`src/rtl/mac_enc_pkg.sv`:
```
// Shared definitions for the egress MAC encoder: header field map, framing
// constants, CRC32 constants and FSM state encoding.
package mac_enc_pkg;

  localparam int HEADER_DWIDTH = 128;
  localparam int HDR_DA_MSB    = 127;   // DA, SA and EtherType are contiguous from here down
  localparam int HDR_BYTES     = 14;
  localparam int PRE_BYTES     = 8;

  localparam logic [7:0]  PREAMBLE_BYTE = 8'h55;
  localparam logic [7:0]  SFD           = 8'hD5;
  localparam logic [31:0] CRC_POLY_R    = 32'hEDB8_8320;
  localparam logic [31:0] CRC_INIT      = 32'hFFFF_FFFF;
  localparam logic [31:0] CRC_RESIDUE   = 32'hDEBB_20E3;

  typedef enum logic [2:0] {
    ST_IDLE,
    ST_HLOAD,
    ST_PRE,
    ST_HDR,
    ST_BREQ,
    ST_BWR,
    ST_PAD,
    ST_FCS
  } state_e;

  // Byte i of the on-wire header (0 = DA[47:40] ... 13 = EtherType[7:0]).
  function automatic logic [7:0] hdr_byte(input logic [HEADER_DWIDTH-1:0] h,
                                          input logic [3:0] i);
    return h[HDR_DA_MSB - 8*int'(i) -: 8];
  endfunction

endpackage

```
`src/rtl/mac_enc_if.sv`:
```
// Header FIFO, body FIFO and PHY-TX FIFO connections of the MAC encoder.
interface mac_enc_if;
  import mac_enc_pkg::*;

  logic [HEADER_DWIDTH-1:0] h_fifo_dout;
  logic                     h_fifo_empty;
  logic                     h_fifo_rden;
  logic [7:0]               b_fifo_dout;
  logic                     b_fifo_empty;
  logic                     b_fifo_del;
  logic                     b_fifo_rden;
  logic [7:0]               o_fifo_din;
  logic                     o_fifo_wren;
  logic                     o_fifo_del;
  logic                     o_fifo_afull;
  logic                     frame_done;
  logic                     oversize_err;

  modport master (
    input  h_fifo_dout, h_fifo_empty, b_fifo_dout, b_fifo_empty, b_fifo_del, o_fifo_afull,
    output h_fifo_rden, b_fifo_rden, o_fifo_din, o_fifo_wren, o_fifo_del,
           frame_done, oversize_err
  );

  modport slave (
    output h_fifo_dout, h_fifo_empty, b_fifo_dout, b_fifo_empty, b_fifo_del, o_fifo_afull,
    input  h_fifo_rden, b_fifo_rden, o_fifo_din, o_fifo_wren, o_fifo_del,
           frame_done, oversize_err
  );
endinterface

```
`src/rtl/mac_enc_crc32_d8.sv`:
```
// Combinational IEEE 802.3 CRC32 step: one byte, LSB first, reflected polynomial.
module crc32_d8
  import mac_enc_pkg::*;
(
  input  logic [31:0] crc_i,
  input  logic [7:0]  data_i,
  output logic [31:0] crc_o
);

  logic [31:0] c;

  always_comb begin
    c = crc_i ^ {24'h0, data_i};
    for (int k = 0; k < 8; k++) begin
      c = c[0] ? ((c >> 1) ^ CRC_POLY_R) : (c >> 1);
    end
    crc_o = c;
  end

endmodule

```
`src/rtl/mac_enc.sv`:
```
// Egress MAC encoder: header + body FIFOs in, complete wire frame
// (preamble/SFD, DA, SA, type, body, pad, FCS) out to a PHY-TX FIFO.
module mac_enc
  import mac_enc_pkg::*;
#(
  parameter bit GEN_PREAMBLE = 1'b1,
  parameter int MIN_FRAME    = 60,
  parameter int MAX_BODY     = 1500
) (
  input  logic      clk,
  input  logic      arst_n,
  mac_enc_if.master bus
);

  state_e                   state_q, state_d;
  logic [3:0]               idx_q, idx_d;
  logic [10:0]              len_q, len_d, len_inc;
  logic [10:0]              bcnt_q, bcnt_d, bcnt_inc;
  logic [31:0]              crc_q, crc_d, crc_nx;
  logic [HEADER_DWIDTH-1:0] hdr_q, hdr_d;
  logic [7:0]               wbyte;
  logic [7:0]               din_q, din_d;
  logic                     wren_q, wren_d;
  logic                     del_q, del_d;
  logic                     ovf_q, ovf_d;
  logic                     done_q;
  logic                     armed_q;
  logic                     h_rden, b_rden;
  logic [31:0]              fcs;

  assign fcs      = ~crc_q;
  assign len_inc  = (len_q  == 11'h7FF) ? len_q  : len_q  + 11'd1;
  assign bcnt_inc = (bcnt_q == 11'h7FF) ? bcnt_q : bcnt_q + 11'd1;

  // Byte the current state would emit; also feeds the CRC step.
  always_comb begin
    wbyte = 8'h00;
    case (state_q)
      ST_PRE:  wbyte = (idx_q == 4'd7) ? SFD : PREAMBLE_BYTE;
      ST_HDR:  wbyte = hdr_byte(hdr_q, idx_q);
      ST_BWR:  wbyte = bus.b_fifo_dout;
      ST_FCS: begin
        case (idx_q[1:0])
          2'd0:    wbyte = fcs[7:0];
          2'd1:    wbyte = fcs[15:8];
          2'd2:    wbyte = fcs[23:16];
          default: wbyte = fcs[31:24];
        endcase
      end
      default: wbyte = 8'h00;
    endcase
  end

  crc32_d8 u_crc (
    .crc_i  (crc_q),
    .data_i (wbyte),
    .crc_o  (crc_nx)
  );

  always_comb begin
    state_d = state_q;
    idx_d   = idx_q;
    len_d   = len_q;
    bcnt_d  = bcnt_q;
    crc_d   = crc_q;
    hdr_d   = hdr_q;
    wren_d  = 1'b0;
    din_d   = 8'h00;
    del_d   = 1'b0;
    ovf_d   = 1'b0;
    h_rden  = 1'b0;
    b_rden  = 1'b0;

    case (state_q)
      ST_IDLE: begin
        // Wait for the previous frame's last byte to leave the output register.
        if (armed_q && !bus.h_fifo_empty && !del_q) begin
          h_rden  = 1'b1;
          state_d = ST_HLOAD;
        end
      end
      ST_HLOAD: begin
        hdr_d   = bus.h_fifo_dout;
        crc_d   = CRC_INIT;
        len_d   = 11'd0;
        bcnt_d  = 11'd0;
        idx_d   = 4'd0;
        state_d = GEN_PREAMBLE ? ST_PRE : ST_HDR;
      end
      ST_PRE: begin
        if (!bus.o_fifo_afull) begin
          wren_d = 1'b1;
          din_d  = wbyte;
          if (idx_q == 4'(PRE_BYTES - 1)) begin
            idx_d   = 4'd0;
            state_d = ST_HDR;
          end else begin
            idx_d = idx_q + 4'd1;
          end
        end
      end
      ST_HDR: begin
        if (!bus.o_fifo_afull) begin
          wren_d = 1'b1;
          din_d  = wbyte;
          crc_d  = crc_nx;
          len_d  = len_inc;
          if (idx_q == 4'(HDR_BYTES - 1)) begin
            idx_d   = 4'd0;
            state_d = ST_BREQ;
          end else begin
            idx_d = idx_q + 4'd1;
          end
        end
      end
      ST_BREQ: begin
        if (!bus.b_fifo_empty && !bus.o_fifo_afull) begin
          b_rden  = 1'b1;
          state_d = ST_BWR;
        end
      end
      ST_BWR: begin
        // FIFO output holds after the pop, so stalling here on afull is safe.
        if (!bus.o_fifo_afull) begin
          wren_d = 1'b1;
          din_d  = wbyte;
          crc_d  = crc_nx;
          len_d  = len_inc;
          bcnt_d = bcnt_inc;
          ovf_d  = (bcnt_q == 11'(MAX_BODY));
          if (bus.b_fifo_del) begin
            idx_d   = 4'd0;
            state_d = (len_d < 11'(MIN_FRAME)) ? ST_PAD : ST_FCS;
          end else begin
            state_d = ST_BREQ;
          end
        end
      end
      ST_PAD: begin
        if (!bus.o_fifo_afull) begin
          wren_d = 1'b1;
          din_d  = wbyte;
          crc_d  = crc_nx;
          len_d  = len_inc;
          if (len_d == 11'(MIN_FRAME)) begin
            idx_d   = 4'd0;
            state_d = ST_FCS;
          end
        end
      end
      ST_FCS: begin
        if (!bus.o_fifo_afull) begin
          wren_d = 1'b1;
          din_d  = wbyte;
          if (idx_q == 4'd3) begin
            del_d   = 1'b1;
            idx_d   = 4'd0;
            state_d = ST_IDLE;
          end else begin
            idx_d = idx_q + 4'd1;
          end
        end
      end
      default: state_d = ST_IDLE;
    endcase
  end

  always_ff @(posedge clk or negedge arst_n) begin
    if (!arst_n) begin
      state_q <= ST_IDLE;
      idx_q   <= 4'd0;
      len_q   <= 11'd0;
      bcnt_q  <= 11'd0;
      crc_q   <= CRC_INIT;
      hdr_q   <= '0;
      wren_q  <= 1'b0;
      din_q   <= 8'h00;
      del_q   <= 1'b0;
      ovf_q   <= 1'b0;
      done_q  <= 1'b0;
      armed_q <= 1'b0;
    end else begin
      state_q <= state_d;
      idx_q   <= idx_d;
      len_q   <= len_d;
      bcnt_q  <= bcnt_d;
      crc_q   <= crc_d;
      hdr_q   <= hdr_d;
      wren_q  <= wren_d;
      din_q   <= din_d;
      del_q   <= del_d;
      ovf_q   <= ovf_d;
      done_q  <= del_q;
      armed_q <= 1'b1;
    end
  end

  assign bus.h_fifo_rden  = h_rden;
  assign bus.b_fifo_rden  = b_rden;
  assign bus.o_fifo_din   = din_q;
  assign bus.o_fifo_wren  = wren_q;
  assign bus.o_fifo_del   = del_q;
  assign bus.frame_done   = done_q;
  assign bus.oversize_err = ovf_q;

endmodule

```
`src/flat_wrapper.sv`:
```
// flat-port wrapper written by rule: the top's interface ports become plain ports
module mac_enc_flat import mac_enc_pkg::*;
#(
  parameter bit GEN_PREAMBLE = 1'b1,
  parameter int MIN_FRAME    = 60,
  parameter int MAX_BODY     = 1500
)
  (clk, arst_n, bus_h_fifo_dout, bus_h_fifo_empty, bus_b_fifo_dout, bus_b_fifo_empty, bus_b_fifo_del, bus_o_fifo_afull, bus_h_fifo_rden, bus_b_fifo_rden, bus_o_fifo_din, bus_o_fifo_wren, bus_o_fifo_del, bus_frame_done, bus_oversize_err);
  mac_enc_if bus_i ();
  input  logic clk;
  input  logic arst_n;
  input wire logic [$bits(bus_i.h_fifo_dout)-1:0] bus_h_fifo_dout;
  input wire logic [$bits(bus_i.h_fifo_empty)-1:0] bus_h_fifo_empty;
  input wire logic [$bits(bus_i.b_fifo_dout)-1:0] bus_b_fifo_dout;
  input wire logic [$bits(bus_i.b_fifo_empty)-1:0] bus_b_fifo_empty;
  input wire logic [$bits(bus_i.b_fifo_del)-1:0] bus_b_fifo_del;
  input wire logic [$bits(bus_i.o_fifo_afull)-1:0] bus_o_fifo_afull;
  output wire logic [$bits(bus_i.h_fifo_rden)-1:0] bus_h_fifo_rden;
  output wire logic [$bits(bus_i.b_fifo_rden)-1:0] bus_b_fifo_rden;
  output wire logic [$bits(bus_i.o_fifo_din)-1:0] bus_o_fifo_din;
  output wire logic [$bits(bus_i.o_fifo_wren)-1:0] bus_o_fifo_wren;
  output wire logic [$bits(bus_i.o_fifo_del)-1:0] bus_o_fifo_del;
  output wire logic [$bits(bus_i.frame_done)-1:0] bus_frame_done;
  output wire logic [$bits(bus_i.oversize_err)-1:0] bus_oversize_err;
  assign bus_i.h_fifo_dout = bus_h_fifo_dout;
  assign bus_i.h_fifo_empty = bus_h_fifo_empty;
  assign bus_i.b_fifo_dout = bus_b_fifo_dout;
  assign bus_i.b_fifo_empty = bus_b_fifo_empty;
  assign bus_i.b_fifo_del = bus_b_fifo_del;
  assign bus_i.o_fifo_afull = bus_o_fifo_afull;
  assign bus_h_fifo_rden = bus_i.h_fifo_rden;
  assign bus_b_fifo_rden = bus_i.b_fifo_rden;
  assign bus_o_fifo_din = bus_i.o_fifo_din;
  assign bus_o_fifo_wren = bus_i.o_fifo_wren;
  assign bus_o_fifo_del = bus_i.o_fifo_del;
  assign bus_frame_done = bus_i.frame_done;
  assign bus_oversize_err = bus_i.oversize_err;
  mac_enc #(.GEN_PREAMBLE(GEN_PREAMBLE), .MIN_FRAME(MIN_FRAME), .MAX_BODY(MAX_BODY)) u_core (.clk(clk), .arst_n(arst_n), .bus(bus_i));
endmodule
```
`config.mk`:
```
export PLATFORM = sky130hd
export DESIGN_NAME = mac_enc_flat
export DESIGN_NICKNAME = d
export VERILOG_FILES = /design/src/rtl/mac_enc_pkg.sv /design/src/rtl/mac_enc_if.sv /design/src/rtl/mac_enc_crc32_d8.sv /design/src/rtl/mac_enc.sv /design/src/flat_wrapper.sv
export SDC_FILE = /design/constraint.sdc
export NUM_CORES = 1
export LEC_CHECK = 0
export CORE_UTILIZATION = 61
export CTS_BUF_LIST = sky130_fd_sc_hd__clkbuf_8
export DETAILED_ROUTE_END_ITERATION = 6
export GPL_TIMING_DRIVEN = 0
export HOLD_SLACK_MARGIN = 0.15
export PLACE_DENSITY = 0.88
export SLEW_MARGIN = 20
export SYNTH_ARGS = -nofsm -noshare
export SYNTH_HDL_FRONTEND = slang
export SYNTH_SLANG_ARGS = --single-unit
```
`constraint.sdc`:
```
create_clock -name clk -period 6.6 [get_ports clk]
set_clock_uncertainty 0.2 [all_clocks]
set_input_delay 1.32 -clock clk [delete_from_list [all_inputs] [get_ports clk]]
set_output_delay 1.32 -clock clk [all_outputs]
set_load 0.01 [all_outputs]
```
After elaboration in Yosys (flattened, before gate mapping)
Index checks and enable logic that the tools add are counted.
{"block": "classes", "add_sub_neg": 4, "eq_ne": 30, "n_reduce_logical": 18, "n_bitwise": 10, "n_shift": 1, "mux": 57, "order_cmp": 1}
{"cell": "$mux 32", "count": 9}
{"cell": "$shiftx 135x32->8", "count": 1}
{"cell": "$not 13->14", "count": 8}
{"cell": "$pmux 32 s2", "count": 1}
{"cell": "$mux 11", "count": 4}
{"cell": "$pmux 11 s2", "count": 2}
{"cell": "$mux 4", "count": 10}
{"cell": "$mux 3", "count": 12}
{"cell": "$eq 11x11->1 const B", "count": 3}
{"cell": "$not 32->32", "count": 1}
{"cell": "$pmux 8 s4", "count": 1}
{"cell": "$xor 32x8->32", "count": 1}
{"cell": "$mux 8", "count": 3}
{"cell": "$pmux 3 s8", "count": 1}
{"cell": "$pmux 4 s6", "count": 1}
{"cell": "$pmux 8 s3", "count": 1}
{"cell": "$add 11x1->11 const B", "count": 2}
{"cell": "$ne 2x2->1 const B", "count": 8}
{"cell": "$eq 3x3->1 const B", "count": 4}
{"cell": "$mux 1", "count": 12}
{"cell": "$ne 2x1->1 const B", "count": 6}
{"cell": "$eq 11x6->1 const B", "count": 1}
{"cell": "$lt 11x6->1 const B", "count": 1}
{"cell": "$reduce_and 11->1", "count": 1}
{"cell": "20 further kinds", "count": 27}
{"block": "word_totals", "out_inout_bits": 14, "elab_cells": 133, "ff_bits": 202, "input_bits": 142}

Longest topological paths before layout
{"block": "logic_depth", "ltp_word": 22, "ltp_mapped": 14, "depth_no_buf": 11}

By module
A second synthesis with hierarchy kept.
{"block": "hier_totals", "cells_unflattened": 1139, "hier_area_um2": 10761.6}
{"module": "mac_enc", "seq_area_each_um2": 5094.9, "cells_per_inst": 1077, "instances": 1, "area_each_um2": 9835.7}
{"module": "crc32_d8", "seq_area_each_um2": 0.0, "cells_per_inst": 62, "instances": 1, "area_each_um2": 925.9}

Worst setup path before layout
OpenSTA, ideal clock, no wires.
{"block": "synth_path", "path_type": "input to output", "startpoint": "input port bus_o_fifo_afull", "endpoint": "output port bus_b_fifo_rden", "arrival_ps": 1973, "t_required_ps": 5080, "setup_slack_ps": 3107, "n_path_buf": 1, "path_stages": 2, "path_cell_list": "clkbuf_1 -> nor4b_1"}
{"block": "synth_between", "elab_chain_cells": 4}
{"element": "start, declared", "line_no": "flat_wrapper.sv:17", "text": "input wire logic [$bits(bus_i.o_fifo_afull)-1:0] bus_o_fifo_afull;"}
{"element": "$logic_not 1->1"}
{"element": "$logic_and 1x1->1", "line_no": "mac_enc.sv:117", "text": "if (!bus.b_fifo_empty && !bus.o_fifo_afull) begin"}
{"element": "$mux 1", "line_no": "mac_enc.sv:117"}
{"element": "$mux 1", "line_no": "mac_enc.sv:74", "text": "case (state_q)"}
{"element": "end, declared", "line_no": "flat_wrapper.sv:19", "text": "output wire logic [$bits(bus_i.b_fifo_rden)-1:0] bus_b_fifo_rden;"}
No other way between the ends.

Final worst setup path
{"block": "layout_path", "startpoint": "input port bus_b_fifo_empty", "endpoint": "output port bus_b_fifo_rden"}
{"block": "layout_between", "elab_chain_cells": 4}
{"element": "start, declared", "line_no": "flat_wrapper.sv:15", "text": "input wire logic [$bits(bus_i.b_fifo_empty)-1:0] bus_b_fifo_empty;"}
{"element": "$logic_not 1->1", "line_no": "mac_enc.sv:117"}
{"element": "$logic_and 1x1->1", "line_no": "mac_enc.sv:117"}
{"element": "$mux 1", "line_no": "mac_enc.sv:117"}
{"element": "$mux 1", "line_no": "mac_enc.sv:74"}
No other way between the ends.

==> impl_results.md <==
* Leakage power at 5.997 nW
* Slew of the pin with the lowest slew margin at 801.6 ps
* RSZ-0062 raised after global routing: no
* Syn_nets at 1280
* Clock latency on the worst-skew pair at 540 ps
* GP Congestion at approximately 0.91
* IO Port Bufs at between 150 and 200
* Fin crit period at 4389 ps
* Commonest non-fill, non-tap cell in the layout: nand2_1
* Worst R2R Path Depth at 14
* Post-CTS Hold Buffers at 0
* Post-DP HPWL at about 21 mm
* Register area at 5095 um^2
* GRT overflow at 0
* P per Cell Area at 585.4 nW/um^2
* IR drop worst, VDD at 509.2 uV
* CTS tree: done
* Clock Root Buffer: clkbuf_8
* Beginning of the worst hold path: u_core.bus.o_fifo_del$_DFF_PN0_
* First-pass GRT wire length at 48.66 mm
* Yosys warning count at 0
* Crit path DAT at 2870 ps
* Type of the tightest min-delay check: reg2reg
* Max Slew Vio Count at 0
* Syn avg cell area at ~9.4 um^2
* Reg2Reg Launch Point: u_core.idx_q[1]$_DFFE_PN0P_
* Worst r2r dst: u_core.crc_q[17]$_DFFE_PN1P_
* Post CTS Setup Buffer Count at 0
* Synth Cell Area at 10580 um^2
* Clock slew at reported path FFs at 60 ps
* TritonCTS Buffers at 35
* Endpoints failing setup at 0
* Post-synthesis register bit count at 202
* Post-CTS Resized at 0
* Antenna violations before repair at 0
* Core area at 16760 um^2
* Top FF cell, synth: dfrtp_1
* Height of the die at 133.7 um
* Max Freq at 227.9 MHz
* Period utilization at 66.49%
* Max stage delay on crit path at 630 ps
* Total placed cells including tap cells at 1507
* Commonest non-fill, non-tap cells in the layout: nand2_1, dfrtp_1, clkdlybuf4s50_1, a21oi_1, xnor2_1
* Critical path origin: bus_b_fifo_empty
* Post-Layout Cell Count at about 1600
* Largest net degree at the start of global routing at 97
* Mapped Cells at 1131
* IO Count at 156
* Chip width at 133.7 um
* Final layout net count at 1473
* Routed vias at about 9300
* DRT iter0 DRCs at between 800 and 900
* Seq/Total Area, Yosys at 48.18%
* Routed Antenna Nets at 0
* Total wire length at 30.31 mm
* Total GRT Usage at 35.43%
* Async SR Flop Fraction at 100.0%
* Ant. Diodes at 0
* DRT Pass-1 Iters at 6
* Post-synth EDFFs at 0
* Status: complete, no violations
* Number of global-route vias before repair at about 9500
* WHS at 266.0 ps
* Layout cell share with drive strength beyond 1 at 11.72%
* Critical-path top delay cell: clkdlybuf4s50_1
* Setup_tns at 0 ps
* Drc violations at 0
* Final hold violations at 0
* Critical path endpoint category: primary output
* Die Area at roughly 18000 um^2
* Critical Path End: bus_b_fifo_rden
* DP Worst Slack at 2316 ps
* CP max FO at 2
* Critical Setup Path Class: in2out
* Count of cell types in the netlist at between 70 and 80
* WP data required at 5080 ps
* Multi-input logic area at 5079 um^2
* Filler cells at 1085
* Maxcap violations at 0
* Avg WL per Cell at 19.33 um
* Max Root-Sink Buffers at 3
* Initial Util at about 63%
* Via-to-Cell Ratio at approximately 6.0
* Worst setup SP type: input port
* Most frequent cell on the critical path: clkdlybuf4s50_1
* Flop-to-flop setup slack at 2440 ps
* Worst setup margin at 2211 ps
* Clock Sinks at between 200 and 250
* CTS H-tree lvls at 2
* Critical path, cell by cell: clkdlybuf4s50_1, nor4b_1, clkdlybuf4s50_1
* Relative slew slack at 46.56%
* Rows at 47
* Area grow syn2layout at 24.09%
[cells in the mapped netlist (all sizes together), types with 18 or more instances]
cell	n	area, um^2
a21oi	51	262.8
dfstp	32	840.8
o21ai	37	185.2
nor3	33	175.2
buf	18	153.9
nand2	430	1614
mux4	22	513.0
xor2	22	200.2
dfrtp	170	4254
xnor2	61	691.9
clkbuf	44	165.2
nor2	36	135.1
[how the worst min path moves through the flow]
| stage | cells after the start | end | slack (ps) |
|---|---|---|---|
| global placement | 2 | u_core.hdr_q[22]$_DFFE_PN0P_ | 250 |
| floorplan | 0 | u_core.bus.frame_done$_DFF_PN0_ | 230 |
| CTS | 2 | u_core.hdr_q[93]$_DFFE_PN0P_ | 270 |
| global route | 0 | u_core.bus.frame_done$_DFF_PN0_ | 270 |
| finish | 0 | u_core.bus.frame_done$_DFF_PN0_ | 270 |
| detailed placement | 0 | u_core.bus.frame_done$_DFF_PN0_ | 250 |
[state kept, by name, summed over array words and instances (netlist names)]
| name | cells |
|---|---|
| u_core.armed_q | 1 |
| u_core.bcnt_q | 11 |
| u_core.bus.frame_done | 1 |
| u_core.bus.o_fifo_del | 1 |
| u_core.bus.o_fifo_din | 8 |
| u_core.bus.o_fifo_wren | 1 |
| u_core.bus.oversize_err | 1 |
| u_core.crc_q | 32 |
| u_core.hdr_q | 128 |
| u_core.idx_q | 4 |
| u_core.len_q | 11 |
| u_core.state_q | 3 |
[per-stage QoR]
stage               utilization [%]  instance area (um^2)  power (W)
floorplan                         -                 10580   0.005427
global placement              73.94                 12390   0.006287
detailed placement            74.30                 12450   0.006456
CTS                           78.30                 13120   0.007622
global route                  78.30                 13120   0.008123
finish                        78.30                 13120   0.007682
[cell families (layout without fill, tap and decap cells)]
group	Yosys count	count (layout)	synth area share, %
AO/OA/AOI/OAI	143	143	8.921
buffers and inverters	81	298	3.798
AND/OR/NAND/NOR	575	575	22.95
other	1	1	0.03546
adder cells (fa/ha/maj)	7	7	0.8282
flip-flops	202	202	48.18
XOR/XNOR	85	85	8.874
multiplexers	37	37	6.413
[power breakdown]
group / internal [W] / total, W / switching, W / leakage [nW]
clock: 0.000588 / 0.00111 / 0.000523 / 0.396
combinational: 0.00195 / 0.00432 / 0.00238 / 3.12
sequential: 0.00186 / 0.00225 / 0.000386 / 2.48
total: 0.00439 / 0.00768 / 0.00329 / 6.00
[critical path, delay by kind of cell]
family                 cells  cell delay [ps]
buffers and inverters      2             1100
and+or+nand+nor            1              450
[layout make-up]
class | count | share of cell area (%)
sequential | 202 | 38.83
clock buffer | 43 | 4.510
clock inverter | 18 | 0.6007
timing repair buffer | 156 | 12.20
tap | 220 | 2.098
inverter | 17 | 0.4863
multi-input combinational | 848 | 38.70
buffer | 64 | 2.574
[metal layers]
| layer | GRT usage (%) | part of all wire (%) | vias to the layer above |
|---|---|---|---|
| met5 | 0 | 0 | - |
| met4 | 17.80 | 4.6 | 0 |
| met3 | 8.333 | 9.1 | 144 |
| met2 | 58.19 | 48 | 549 |
| met1 | 44.05 | 38 | 4481 |
| li1 | - | - | 4169 |
(Power assumes the default switching activity.)
